===== src/rtl/rx_unit_gen.sv =====
// rx_unit_gen: NoC receive unit. Decodes phits from the router, packs payload
// words into SPM lines (MSB lane first), writes the config bus and pushes IRQ
// FIFO entries. Malformed phits are counted in a saturating error counter.
module rx_unit_gen #(
  parameter int ADDR_W    = 14,
  parameter int SPM_WORDS = 2,
  parameter int ERR_CNT_W = 8
) (
  input  logic                    clk,
  input  logic                    reset,
  input  logic [34:0]             pkt_in,
  input  logic                    err_clr,
  output logic [ADDR_W-1:0]       spm_addr,
  output logic [SPM_WORDS-1:0]    spm_en,
  output logic                    spm_wr,
  output logic [32*SPM_WORDS-1:0] spm_wdata,
  output logic [ADDR_W-1:0]       config_addr,
  output logic                    config_en,
  output logic                    config_wr,
  output logic [31:0]             config_wdata,
  output logic [ADDR_W-1:0]       irq_fifo_data,
  output logic                    irq_fifo_data_valid,
  output logic                    irq_fifo_irq_valid,
  output logic [ERR_CNT_W-1:0]    err_cnt
);

  localparam int LANE_W = (SPM_WORDS > 1) ? $clog2(SPM_WORDS) : 1;
  localparam int LINE_W = 32 * SPM_WORDS;

  typedef enum logic [1:0] {IDLE, DATA, CFG, IRQ} state_t;

  // Phit fields and classes
  logic        vld, sop, eop;
  logic [31:0] word;
  logic        is_hdr, is_pay, is_bad;

  assign vld    = pkt_in[34];
  assign sop    = pkt_in[33];
  assign eop    = pkt_in[32];
  assign word   = pkt_in[31:0];
  assign is_hdr = vld & sop & ~eop;
  assign is_pay = vld & ~sop;
  assign is_bad = vld & sop & eop;

  state_t              state_q, state_d;
  logic [ADDR_W-1:0]   addr_q, addr_d;
  logic [ADDR_W-1:0]   start_q, start_d;
  logic                irqf_q, irqf_d;
  // first_q: no payload seen yet since the header (eop here means empty packet)
  logic                first_q, first_d;
  logic [LANE_W-1:0]   lane_q, lane_d;
  logic [LINE_W-1:0]   line_q, line_d, line_wr;
  logic                err;
  logic [ERR_CNT_W-1:0] err_cnt_d;

  logic [ADDR_W-1:0]    spm_addr_d, config_addr_d, irq_fifo_data_d;
  logic [SPM_WORDS-1:0] spm_en_d;
  logic                 spm_wr_d, config_en_d, config_wr_d;
  logic                 irq_fifo_data_valid_d, irq_fifo_irq_valid_d;
  logic [LINE_W-1:0]    spm_wdata_d;
  logic [31:0]          config_wdata_d;

  // Next-state decode: packet sequencing, line assembly and output strobes
  always_comb begin
    state_d               = state_q;
    addr_d                = addr_q;
    start_d               = start_q;
    irqf_d                = irqf_q;
    first_d               = first_q;
    lane_d                = lane_q;
    line_d                = line_q;
    line_wr               = line_q;
    err                   = 1'b0;
    spm_addr_d            = '0;
    spm_en_d              = '0;
    spm_wr_d              = 1'b0;
    spm_wdata_d           = '0;
    config_addr_d         = '0;
    config_en_d           = 1'b0;
    config_wr_d           = 1'b0;
    config_wdata_d        = '0;
    irq_fifo_data_d       = '0;
    irq_fifo_data_valid_d = 1'b0;
    irq_fifo_irq_valid_d  = 1'b0;

    if (is_hdr) begin
      // A header mid-packet aborts the old packet; its partial line is dropped.
      err     = (state_q != IDLE);
      addr_d  = word[16 +: ADDR_W];
      start_d = word[16 +: ADDR_W];
      irqf_d  = word[31] & ~word[30];
      first_d = 1'b1;
      lane_d  = '0;
      line_d  = '0;
      case (word[31:30])
        2'b01:   state_d = CFG;
        2'b11:   state_d = IRQ;
        default: state_d = DATA;
      endcase
    end else if (is_bad) begin
      err = 1'b1;
    end else if (is_pay) begin
      if (state_q == IDLE) begin
        err = 1'b1;
      end else begin
        first_d = 1'b0;
        if (eop) state_d = IDLE;
        if (!(first_q && eop)) begin
          case (state_q)
            DATA: begin
              for (int i = 0; i < SPM_WORDS; i++) begin
                if (i == SPM_WORDS - 1 - int'(lane_q)) line_wr[32*i +: 32] = word;
              end
              if (eop || lane_q == LANE_W'(SPM_WORDS - 1)) begin
                spm_wr_d    = 1'b1;
                spm_addr_d  = addr_q;
                spm_wdata_d = line_wr;
                for (int i = 0; i < SPM_WORDS; i++) begin
                  spm_en_d[i] = (i >= SPM_WORDS - 1 - int'(lane_q));
                end
                addr_d = addr_q + ADDR_W'(1);
                lane_d = '0;
                line_d = '0;
                if (eop && irqf_q) begin
                  irq_fifo_data_valid_d = 1'b1;
                  irq_fifo_data_d       = start_q;
                end
              end else begin
                line_d = line_wr;
                lane_d = lane_q + LANE_W'(1);
              end
            end
            CFG: begin
              config_en_d    = 1'b1;
              config_wr_d    = 1'b1;
              config_addr_d  = addr_q;
              config_wdata_d = word;
              addr_d         = addr_q + ADDR_W'(1);
            end
            IRQ: begin
              irq_fifo_irq_valid_d = 1'b1;
              irq_fifo_data_d      = word[ADDR_W-1:0];
            end
            default: ;
          endcase
        end
      end
    end

    // Clear wins over counting, but an error in the clear cycle still counts once
    if (err_clr)
      err_cnt_d = ERR_CNT_W'(err);
    else if (err && (err_cnt != '1))
      err_cnt_d = err_cnt + ERR_CNT_W'(1);
    else
      err_cnt_d = err_cnt;
  end

  // State and registered outputs; synchronous active-low reset clears everything
  always_ff @(posedge clk) begin
    if (!reset) begin
      state_q             <= IDLE;
      addr_q              <= '0;
      start_q             <= '0;
      irqf_q              <= 1'b0;
      first_q             <= 1'b0;
      lane_q              <= '0;
      line_q              <= '0;
      err_cnt             <= '0;
      spm_addr            <= '0;
      spm_en              <= '0;
      spm_wr              <= 1'b0;
      spm_wdata           <= '0;
      config_addr         <= '0;
      config_en           <= 1'b0;
      config_wr           <= 1'b0;
      config_wdata        <= '0;
      irq_fifo_data       <= '0;
      irq_fifo_data_valid <= 1'b0;
      irq_fifo_irq_valid  <= 1'b0;
    end else begin
      state_q             <= state_d;
      addr_q              <= addr_d;
      start_q             <= start_d;
      irqf_q              <= irqf_d;
      first_q             <= first_d;
      lane_q              <= lane_d;
      line_q              <= line_d;
      err_cnt             <= err_cnt_d;
      spm_addr            <= spm_addr_d;
      spm_en              <= spm_en_d;
      spm_wr              <= spm_wr_d;
      spm_wdata           <= spm_wdata_d;
      config_addr         <= config_addr_d;
      config_en           <= config_en_d;
      config_wr           <= config_wr_d;
      config_wdata        <= config_wdata_d;
      irq_fifo_data       <= irq_fifo_data_d;
      irq_fifo_data_valid <= irq_fifo_data_valid_d;
      irq_fifo_irq_valid  <= irq_fifo_irq_valid_d;
    end
  end

endmodule

===== config.mk =====
export PLATFORM = sky130hd
export DESIGN_NAME = rx_unit_gen
export DESIGN_NICKNAME = d
export VERILOG_FILES = /design/src/rtl/rx_unit_gen.sv
export SDC_FILE = /design/constraint.sdc
export NUM_CORES = 1
export LEC_CHECK = 0
export CELL_PAD_IN_SITES_DETAIL_PLACEMENT = 1
export CELL_PAD_IN_SITES_GLOBAL_PLACEMENT = 2
export CORE_UTILIZATION = 41
export CTS_CLUSTER_SIZE = 14
export DETAILED_ROUTE_END_ITERATION = 7
export DONT_BUFFER_PORTS = 1
export GPL_ROUTABILITY_DRIVEN = 0
export PLACE_DENSITY = 0.92
export SLEW_MARGIN = 10
export SYNTH_ARGS = -nofsm -noshare
export SYNTH_HDL_FRONTEND = slang
export SYNTH_SLANG_ARGS = --single-unit

===== constraint.sdc =====
create_clock -name clk -period 5.96 [get_ports clk]
set_input_delay 1.49 -clock clk [delete_from_list [all_inputs] [get_ports clk]]
set_output_delay 1.49 -clock clk [all_outputs]
set_load 0.03 [all_outputs]

==> impl_metrics.yaml, run 1 <==
timing:
  hold_viol_final: 0
  rsz0062_at_grt: "false"
  max_freq_mhz: 293.9
  clock-skew-final_ns: 0.01124
  finalMaxSlewViolations: 0
  worstMarginPinSlew_ns: 1.048
  setup_viol: 0
  timing.final.crit_share_pct: 57.09
  setup_tns_ns: 0
  period_needed_ns: 3.403
  max_slew_margin_pct: 29.88
  worst_slack_ns: 2.557
layout:
  final_layout_size_suffix_gt1_share_pct: 8.602
  nFillCells: 2171
  n_antenna_cell: 0
  area_delta_synth_final_pct: 12.86
  multi_input_area_mm2: 0.003166
  seqCellArea_mm2: 0.004989
  final_nets: 857
  final_util_pct: 47.89
clock_tree:
  clock_sinks: 249
  ctsRootBufferMaster: "clkbuf_16"
  clk_pin_slew_ns: 0.06
  postCtsHoldBufs: 0
  cts_tree: "yes"
  numCtsBuffers: 26
  post_cts_resized: 0
  clk_path_buf_depth: 3
  clkLatencyLatePin_ns: 0.52
  cts_max_level: 1
  post_cts_buffers: 0
synthesis:
  synth_most_common_cell: "dfxtp_1"
  synthCells: 833
  netlist_top_cells_count: "249 x dfxtp_1, 95 x and2_1, 81 x nand2_1"
  ys_top_cells_by_area: "dfxtp_1 59%, mux2i_1 7.8%, and2_1 7.1%"
  seq_area_frac_synth_pct: 59.38
  async_reset_ff_share_pct: 0
  synth_area_mm2: 0.008394
  ys_types: 50
  ys_warn_count: 0
  avgSynthCellArea_um2: 10.08
  synth_edf_count: 0
  ys_ff_latch: 249
  syn-num-nets: 873
  synth_top_area_cell: "dfxtp_1"
  synth-main-ff-cell: "dfxtp_1"
  synth_top_area_share_pct: 59.38
power:
  powerDensity_mw_per_mm2: 360.5
  switching_power_mw: 0.7042
  p_clk_share_pct: 48.6
  irDropWorstVdd_uv: 214.0
  p_sw_share_pct: 20.61
  combPwrFrac_pct: 2.0
  internal-power_mw: 2.712
  p_leak_nw: 3.293
  seq_power_share_pct: 49.4
die:
  die_w_um: 145.1
  ioPinCount: 191
  start_util_pct: 42.44
  core_mm2: 0.01978
  num_rows: 51
  die_y_um: 145.1
  dieArea_mm2: 0.02105
routing:
  dr.pass1.iters: 4
  viasPerCell: 5.313
  drt_iter0_markers: 321
  vias: 5855
  wirelength_mm: 22.31
  ant_nets: 0
  drc_errors: 0
  wl_per_cell_um: 20.24
worst_setup_path:
  slowest_delay_ns: 0.62
  path_class: "input port to flip-flop"
  ff2ff_path_depth: 6
  arrival_ns: 3.84
  slowest_stage: "nor3_2"
  worstSetupEndpointType: "flip-flop"
  worstPathRequired_ns: 6.40
  worst_setup_path_start_kind: "input port"
  crit_family: "simple AND/OR/NAND/NOR gates"
  crit_cells: 6
  crit_fanout: 65
  path_cells: "nand2b_1 -> nor3_2 -> nand2_1 -> or3_2 -> buf_4 -> nor2_1"
  path_buf_inv: 1
flow_run:
  cap_violations: 0
grt:
  antenna_found_initial: 0
  grt_overflow: 0
  grt_pass1_wl_mm: 34.78
  grt_pass1_vias: 6000
  groute.usage.overall_pct: 20.93
  grt_max_degree: 66
placed_design:
  dp_slack_ns: 2.051
  numPortBuffers: 0
  dp_hpwl_mm: 14.54
run_status:
  status: "complete, no violations"
hold_path:
  hold_depth: 2
  hp-class: "flip-flop to flip-flop"
-- flip-flops by register name (all words and copies together) (netlist names), 8 cells and up --
signal / flops
spm_addr: 14
config_wdata: 32
irq_fifo_data: 14
addr_q: 14
err_cnt: 8
start_q: 14
line_q: 64
config_addr: 14
spm_wdata: 64
-- worst register-to-register path, stage by stage (launching register included) --
cell	delay [ns]
dfxtp_1	0.53
nor2_2	0.10
nor3_2	0.64
nand2_1	0.34
or3_2	0.58
buf_4	0.37
nor2_1	0.27
-- path summary, 6_finish.rpt --
check,startpoint,to,slack [ns]
setup / recovery,pkt_in[33],spm_wdata[39],2.56
hold reg to reg,line_q[48],line_q[48],0.45
hold / removal,line_q[48],line_q[48],0.45
setup reg to reg,state_q[0],spm_wdata[39],3.04
-- power by group through the flow --
stage	Combinational (mW)	Clock, mW	Sequential [mW]
6_report	0.0696	1.66	1.69
5_1_grt	0.0775	1.77	1.69
3_3_place_gp	0.0695	0	1.72
2_1_floorplan	0.0545	0	1.72
4_1_cts	0.0709	1.70	1.69
3_5_place_dp	0.0705	0	1.72
-- cell usage in the layout, fill, tap and decap left out, drive strengths merged, types with 2 or more instances in the layout --
master	n
o21a	2
clkinv	6
o211ai	4
buf	8
mux2i	65
nor4	3
ha	2
xor2	3
a31oi	8
bufinv	2
xnor2	6
nor2	81
and2	95
inv	7
nor3	8
and4	2
nand3	43
o21ai	8
nand4	7
nand2	81
a22o	13
nand2b	5
or4	2
and3	4
a21oi	60
nand3b	2
dfxtp	249
clkbuf	40
or3	5
o311ai	2
-- per-stage QoR --
stage / hold slack [ns] / std cells / area, um2 / power [mW]
2_1_floorplan: 0.4291 / 833 / 8394 / 1.774
3_3_place_gp: 0.4378 / 1054 / 8576 / 1.794
3_5_place_dp: 0.4430 / 1054 / 8576 / 1.795
4_1_cts: 0.4531 / 1102 / 9474 / 3.456
5_1_grt: 0.4707 / 1102 / 9474 / 3.533
6_report: 0.4513 / 1102 / 9474 / 3.416
-- layer usage --
metal	up-vias	routed length [um]	GRT usage, %
met5	-	0	0
met4	0	510	5.684
met3	37	1415	5.692
met2	179	10560	34.45
met1	2877	9820	26.90
li1	2762	-	-
-- cells by family (layout without fill, tap and decap cells) --
family | count (synthesis) | count (layout) | synth area share (%)
multiplexers | 65 | 65 | 7.751
flip-flops | 249 | 249 | 59.38
XOR/XNOR | 9 | 9 | 0.9391
adder cells (fa/ha/maj) | 2 | 2 | 0.2981
AO/OA/AOI/OAI | 105 | 105 | 7.662
AND/OR/NAND/NOR | 343 | 343 | 20.72
buffers and inverters | 60 | 64 | 3.249
-- cell type report --
cell class / instances / share of cell area [%]
clock buffers: 40 / 8.505
well taps: 265 / 3.500
flip-flops and latches: 249 / 52.65
repair buffers: 8 / 0.6339
clock inverters: 8 / 0.9773
inverters: 8 / 0.3170
multi-input cells: 524 / 33.41
Note: power is estimated with default switching activity, not from simulation.
==> run 2: changes to the inputs <==
Settings changed: CORE_UTILIZATION 41 to 38, PLACE_DENSITY 0.92 to 0.87.
Clock period 5.96 ns to 3.2 ns, I/O delays scaled along.
==> run 2 against run 1 <==
Effect of this change:
- cell count grew 1.6%
- register-to-register slack lost 2.1 ns
- sequential share of layout area shrank 0.18 points
- sequential power grew 86%
- first-iteration DRC count shrank 43%
- critical endpoint is now spm_wdata[46]
==> impl_metrics.yaml, run 2 (synthesis gave the netlist of run 1 again) <==
grt:
  grt_max_degree: 47
  antenna_found_initial: 0
  grt_pass1_vias: 5755
  grt_pass1_wl_mm: 33.68
  grt_overflow: 0
  groute.usage.overall_pct: 19.50
die:
  core_mm2: 0.02176
  start_util_pct: 38.58
  dieArea_mm2: 0.02269
  ioPinCount: 191
  num_rows: 54
  die_w_um: 150.6
  die_y_um: 150.6
timing:
  setup_viol: 0
  rsz0062_at_grt: "false"
  hold_slack_ns: 0.3786
  worstMarginPinSlew_ns: 0.8346
  clock-skew-final_ns: 0.01317
  finalMaxSlewViolations: 0
  timing.final.crit_share_pct: 70.16
  period_needed_ns: 2.245
  worst_slack_ns: 0.9550
  hold_viol_final: 0
  setup_tns_ns: 0
  max_slew_margin_pct: 44.02
  max_freq_mhz: 445.4
clock_tree:
  ctsRootBufferMaster: "clkbuf_16"
  numCtsBuffers: 27
  post_cts_resized: 0
  clkLatencyLatePin_ns: 0.54
  postCtsHoldBufs: 0
  cts_tree: "yes"
  cts_max_level: 1
  clock_sinks: 249
  clk_path_buf_depth: 3
  post_cts_buffers: 0
  clk_pin_slew_ns: 0.06
layout:
  final_layout_size_suffix_gt1_share_pct: 9.167
  area_delta_synth_final_pct: 13.25
  final_util_pct: 43.70
  layout_commonest_cell: "dfxtp_1"
  final_nets: 863
  final_cell_mix: "248 x dfxtp_1, 95 x and2_1, 81 x nand2_1"
  n_antenna_cell: 0
  top_regs: "line_q (64), spm_wdata (64), config_wdata (32)"
placed_design:
  numPortBuffers: 0
  dp_slack_ns: 0.6706
  dp_hpwl_mm: 14.83
hold_path:
  hp-class: "input port to flip-flop"
routing:
  dr.pass1.iters: 6
  drt_iter0_markers: 182
  vias: 5807
  drc_errors: 0
  viasPerCell: 5.185
  ant_nets: 0
  wl_per_cell_um: 19.94
  wirelength_mm: 22.33
power:
  p_sw_share_pct: 21.20
  p_total_mw: 6.236
  seq_power_share_pct: 50.4
  irDropWorstVdd_uv: 332.5
  p_clk_share_pct: 47.5
  powerDensity_mw_per_mm2: 655.9
  internal-power_mw: 4.914
  p_leak_nw: 3.307
  switching_power_mw: 1.322
  combPwrFrac_pct: 2.1
worst_setup_path:
  worstSetupEndpointType: "flip-flop"
  arrival_ns: 2.71
  worst_setup_path_start_kind: "flip-flop"
  crit_fanout: 43
  path_class: "flip-flop to flip-flop"
  worstPathRequired_ns: 3.67
run_status:
  status: "complete, no violations"
flow_run:
  cap_violations: 0
==> run 2: worst max-delay path, cell delays in order (launching register included) <==
cell     delay, ns
dfxtp_1       0.57
nor2_2        0.11
nor3_2        0.21
nand2_1       0.20
or3_2         0.56
buf_4         0.31
nor2_1        0.19
==> run 2: final cells by class <==
cell class / instances / area (um2)
Timing Repair Buffer: 13 / 110.1
Clock inverter: 6 / 47.55
Multi-Input combinational cell: 524 / 3166
Inverter: 8 / 30.03
Fill cell: 2409 / 12250
Sequential cell: 249 / 4989
Clock buffer: 40 / 814.5
Tap cell: 280 / 350.3
==> run 2: worst paths after layout <==
check                           startpoint  depth (start not counted)  slack, ns          endpoint
worst max-delay path            state_q[0]                          6       0.95     spm_wdata[46]
worst min-delay path            pkt_in[10]                          1       0.38  config_wdata[10]
worst max register to register  state_q[0]                          6       0.95     spm_wdata[46]
worst min register to register  line_q[39]                          2       0.45        line_q[39]
==> run 2: metrics by stage <==
| stage | instances | instance area (um2) |
|---|---|---|
| 2_1_floorplan | 833 | 8394 |
| 3_3_place_gp | 1074 | 8645 |
| 3_5_place_dp | 1074 | 8645 |
| 4_1_cts | 1120 | 9507 |
| 5_1_grt | 1120 | 9507 |
| 6_report | 1120 | 9507 |
==> run 2: power by group through the flow <==
stage	registers, mW	clock network (mW)	logic, mW
finish	3.14	2.96	0.130
global route	3.15	3.16	0.145
CTS	3.14	3.05	0.133
detailed placement	3.21	0	0.132
global placement	3.21	0	0.130
floorplan	3.20	0	0.101
==> run 2: metal layers <==
metal	vias up	GRT usage [%]	wire length (um)
met5	-	0	0
met4	0	5.950	487
met3	33	5.727	1658
met2	167	32.10	10500
met1	2841	24.50	9687
li1	2766	-	-
==> run 3: changes to the inputs <==
Clock period 3.2 ns to 2.29 ns, I/O delays scaled along.
==> run 3 against run 2 <==
Effect of this change:
- setup slack got worse by 0.73 ns
- global-route usage increased by 0.30 points
- highest routed layer unchanged
- clock skew increased by 0.0031 ns
- via count increased by 0.60%
- utilization increased by 1.1 points
==> impl_metrics.yaml, run 3 (synthesis gave the netlist of run 1 again) <==
worst_setup_path:
  worstPathRequired_ns: 2.75
  startpoint: "state_q[0]"
  path_cells: "nand2b_1 -> o21ai_4 -> nand4_4 -> or4_1 -> a31oi_1"
  path_buf_inv: 0
  crit_family: "simple AND/OR/NAND/NOR gates"
  r2r_start: "state_q[0]"
  slowest_stage: "dfxtp_1"
  path_class: "flip-flop to flip-flop"
  crit_fanout: 10
  worst_setup_path_start_kind: "flip-flop"
  slowest_delay_ns: 0.54
  worstSetupEndpointType: "flip-flop"
  arrival_ns: 2.52
grt:
  met2_usage_pct: 32.24
  antenna_found_initial: 0
  grt_overflow: 0
  grt_max_degree: 67
  groute.usage.overall_pct: 19.80
  grt_pass1_vias: 5694
  grt_pass1_wl_mm: 34.13
  busiest_layer: "met2"
  met1_usage_pct: 25.30
  grt_util_met3_pct: 6.394
clock_tree:
  ctsRootBufferMaster: "clkbuf_16"
  post_cts_buffers: 0
  cts_max_level: 1
  clock_sinks: 249
  numCtsBuffers: 26
  clkLatencyLatePin_ns: 0.54
  clk_path_buf_depth: 3
  postCtsHoldBufs: 0
  clk_pin_slew_ns: 0.07
  cts_tree: "yes"
  post_cts_resized: 0
timing:
  hold_viol_final: 0
  finalMaxSlewViolations: 0
  timing.final.crit_share_pct: 90.03
  max_slew_margin_pct: 62.11
  setup_viol: 0
  setup_tns_ns: 0
  rsz0062_at_grt: "false"
  period_needed_ns: 2.062
  clock-skew-final_ns: 0.01630
  hold_slack_ns: 0.1508
  max_freq_mhz: 485.0
  worstMarginPinSlew_ns: 0.5676
layout:
  area_delta_synth_final_pct: 16.02
  final_cell_mix: "248 x dfxtp_1, 95 x and2_1, 81 x nand2_1"
  layout_commonest_cell: "dfxtp_1"
  final_layout_size_suffix_gt1_share_pct: 10.46
  top_regs: "line_q (64), spm_wdata (64), config_wdata (32)"
  final_nets: 872
  n_antenna_cell: 0
routing:
  wl_per_cell_um: 20.09
  vias: 5842
  viasPerCell: 5.165
  ant_nets: 0
  drc_errors: 0
  drt_iter0_markers: 237
  wirelength_mm: 22.73
  dr.pass1.iters: 4
die:
  start_util_pct: 38.58
  num_rows: 54
  core_mm2: 0.02176
  die_y_um: 150.6
  dieArea_mm2: 0.02269
  ioPinCount: 191
  die_w_um: 150.6
power:
  irDropWorstVdd_uv: 492.3
  p_leak_nw: 3.425
  powerDensity_mw_per_mm2: 967.9
hold_path:
  min_from: "reset"
  hp-class: "input port to flip-flop"
placed_design:
  numPortBuffers: 0
  dp_hpwl_mm: 14.90
run_status:
  status: "complete, no violations"
flow_run:
  cap_violations: 0
## run 3: changes by cell type in the layout (fill, tap and decap cells not counted)
cell,delta
bufinv_16,+8
clkbuf_16,-1
clkinv_8,+1
clkbuf_1,-1
clkbuf_8,-6
buf_4,+8
buf_12,+2
clkinvlp_4,+1
inv_16,-1
## run 3: power by group
part	total [mW]	leakage, nW	internal, mW	switching (mW)
registers	4.38	2.01	4.36	0.0289
clock network	4.84	0.481	3.08	1.76
logic	0.204	0.935	0.0698	0.134
total	9.43	3.42	7.51	1.92
## run 3: routing by layer
layer | part of all wire, % | vias to the layer above
met5 | 0 | -
met4 | 1.9 | 0
met3 | 7.8 | 29
met2 | 47 | 171
met1 | 44 | 2856
li1 | - | 2786
## run 3: per-stage QoR
step                power, mW  cell area (um2)  util [%]  setup slack, ns  instances
finish                  9.427             9739     44.77           0.2283       1131
floorplan               4.618             8394         -           0.2245        833
CTS                     9.527             9739     44.77           0.2611       1131
global route            9.720             9739     44.77          0.09977       1131
detailed placement      4.686             8745     40.19           0.2013       1084
global placement        4.683             8745     40.19           0.2528       1084
## run 3: layout make-up
class	instances	area [um2]
Clock inverter	15	291.5
Inverter	8	30.03
Fill cell	2406	12020
Tap cell	280	350.3
Multi-Input combinational cell	524	3166
Timing Repair Buffer	23	210.2
Clock buffer	32	703.2
Sequential cell	249	4989
## run 3: worst paths after layout
| kind | end | slack (ns) | cells past startpoint |
|---|---|---|---|
| setup / recovery | addr_q[11] | 0.23 | 5 |
| hold reg to reg | irqf_q | 0.45 | 2 |
| setup reg to reg | addr_q[11] | 0.23 | 5 |
| hold / removal | addr_q[8] | 0.15 | 1 |
## run 3: worst register-to-register path, stage by stage, from the launching register on
cell and delay (ns):
dfxtp_1 0.54, nand2b_1 0.25, o21ai_4 0.36, nand4_4 0.18, or4_1 0.50, a31oi_1 0.16
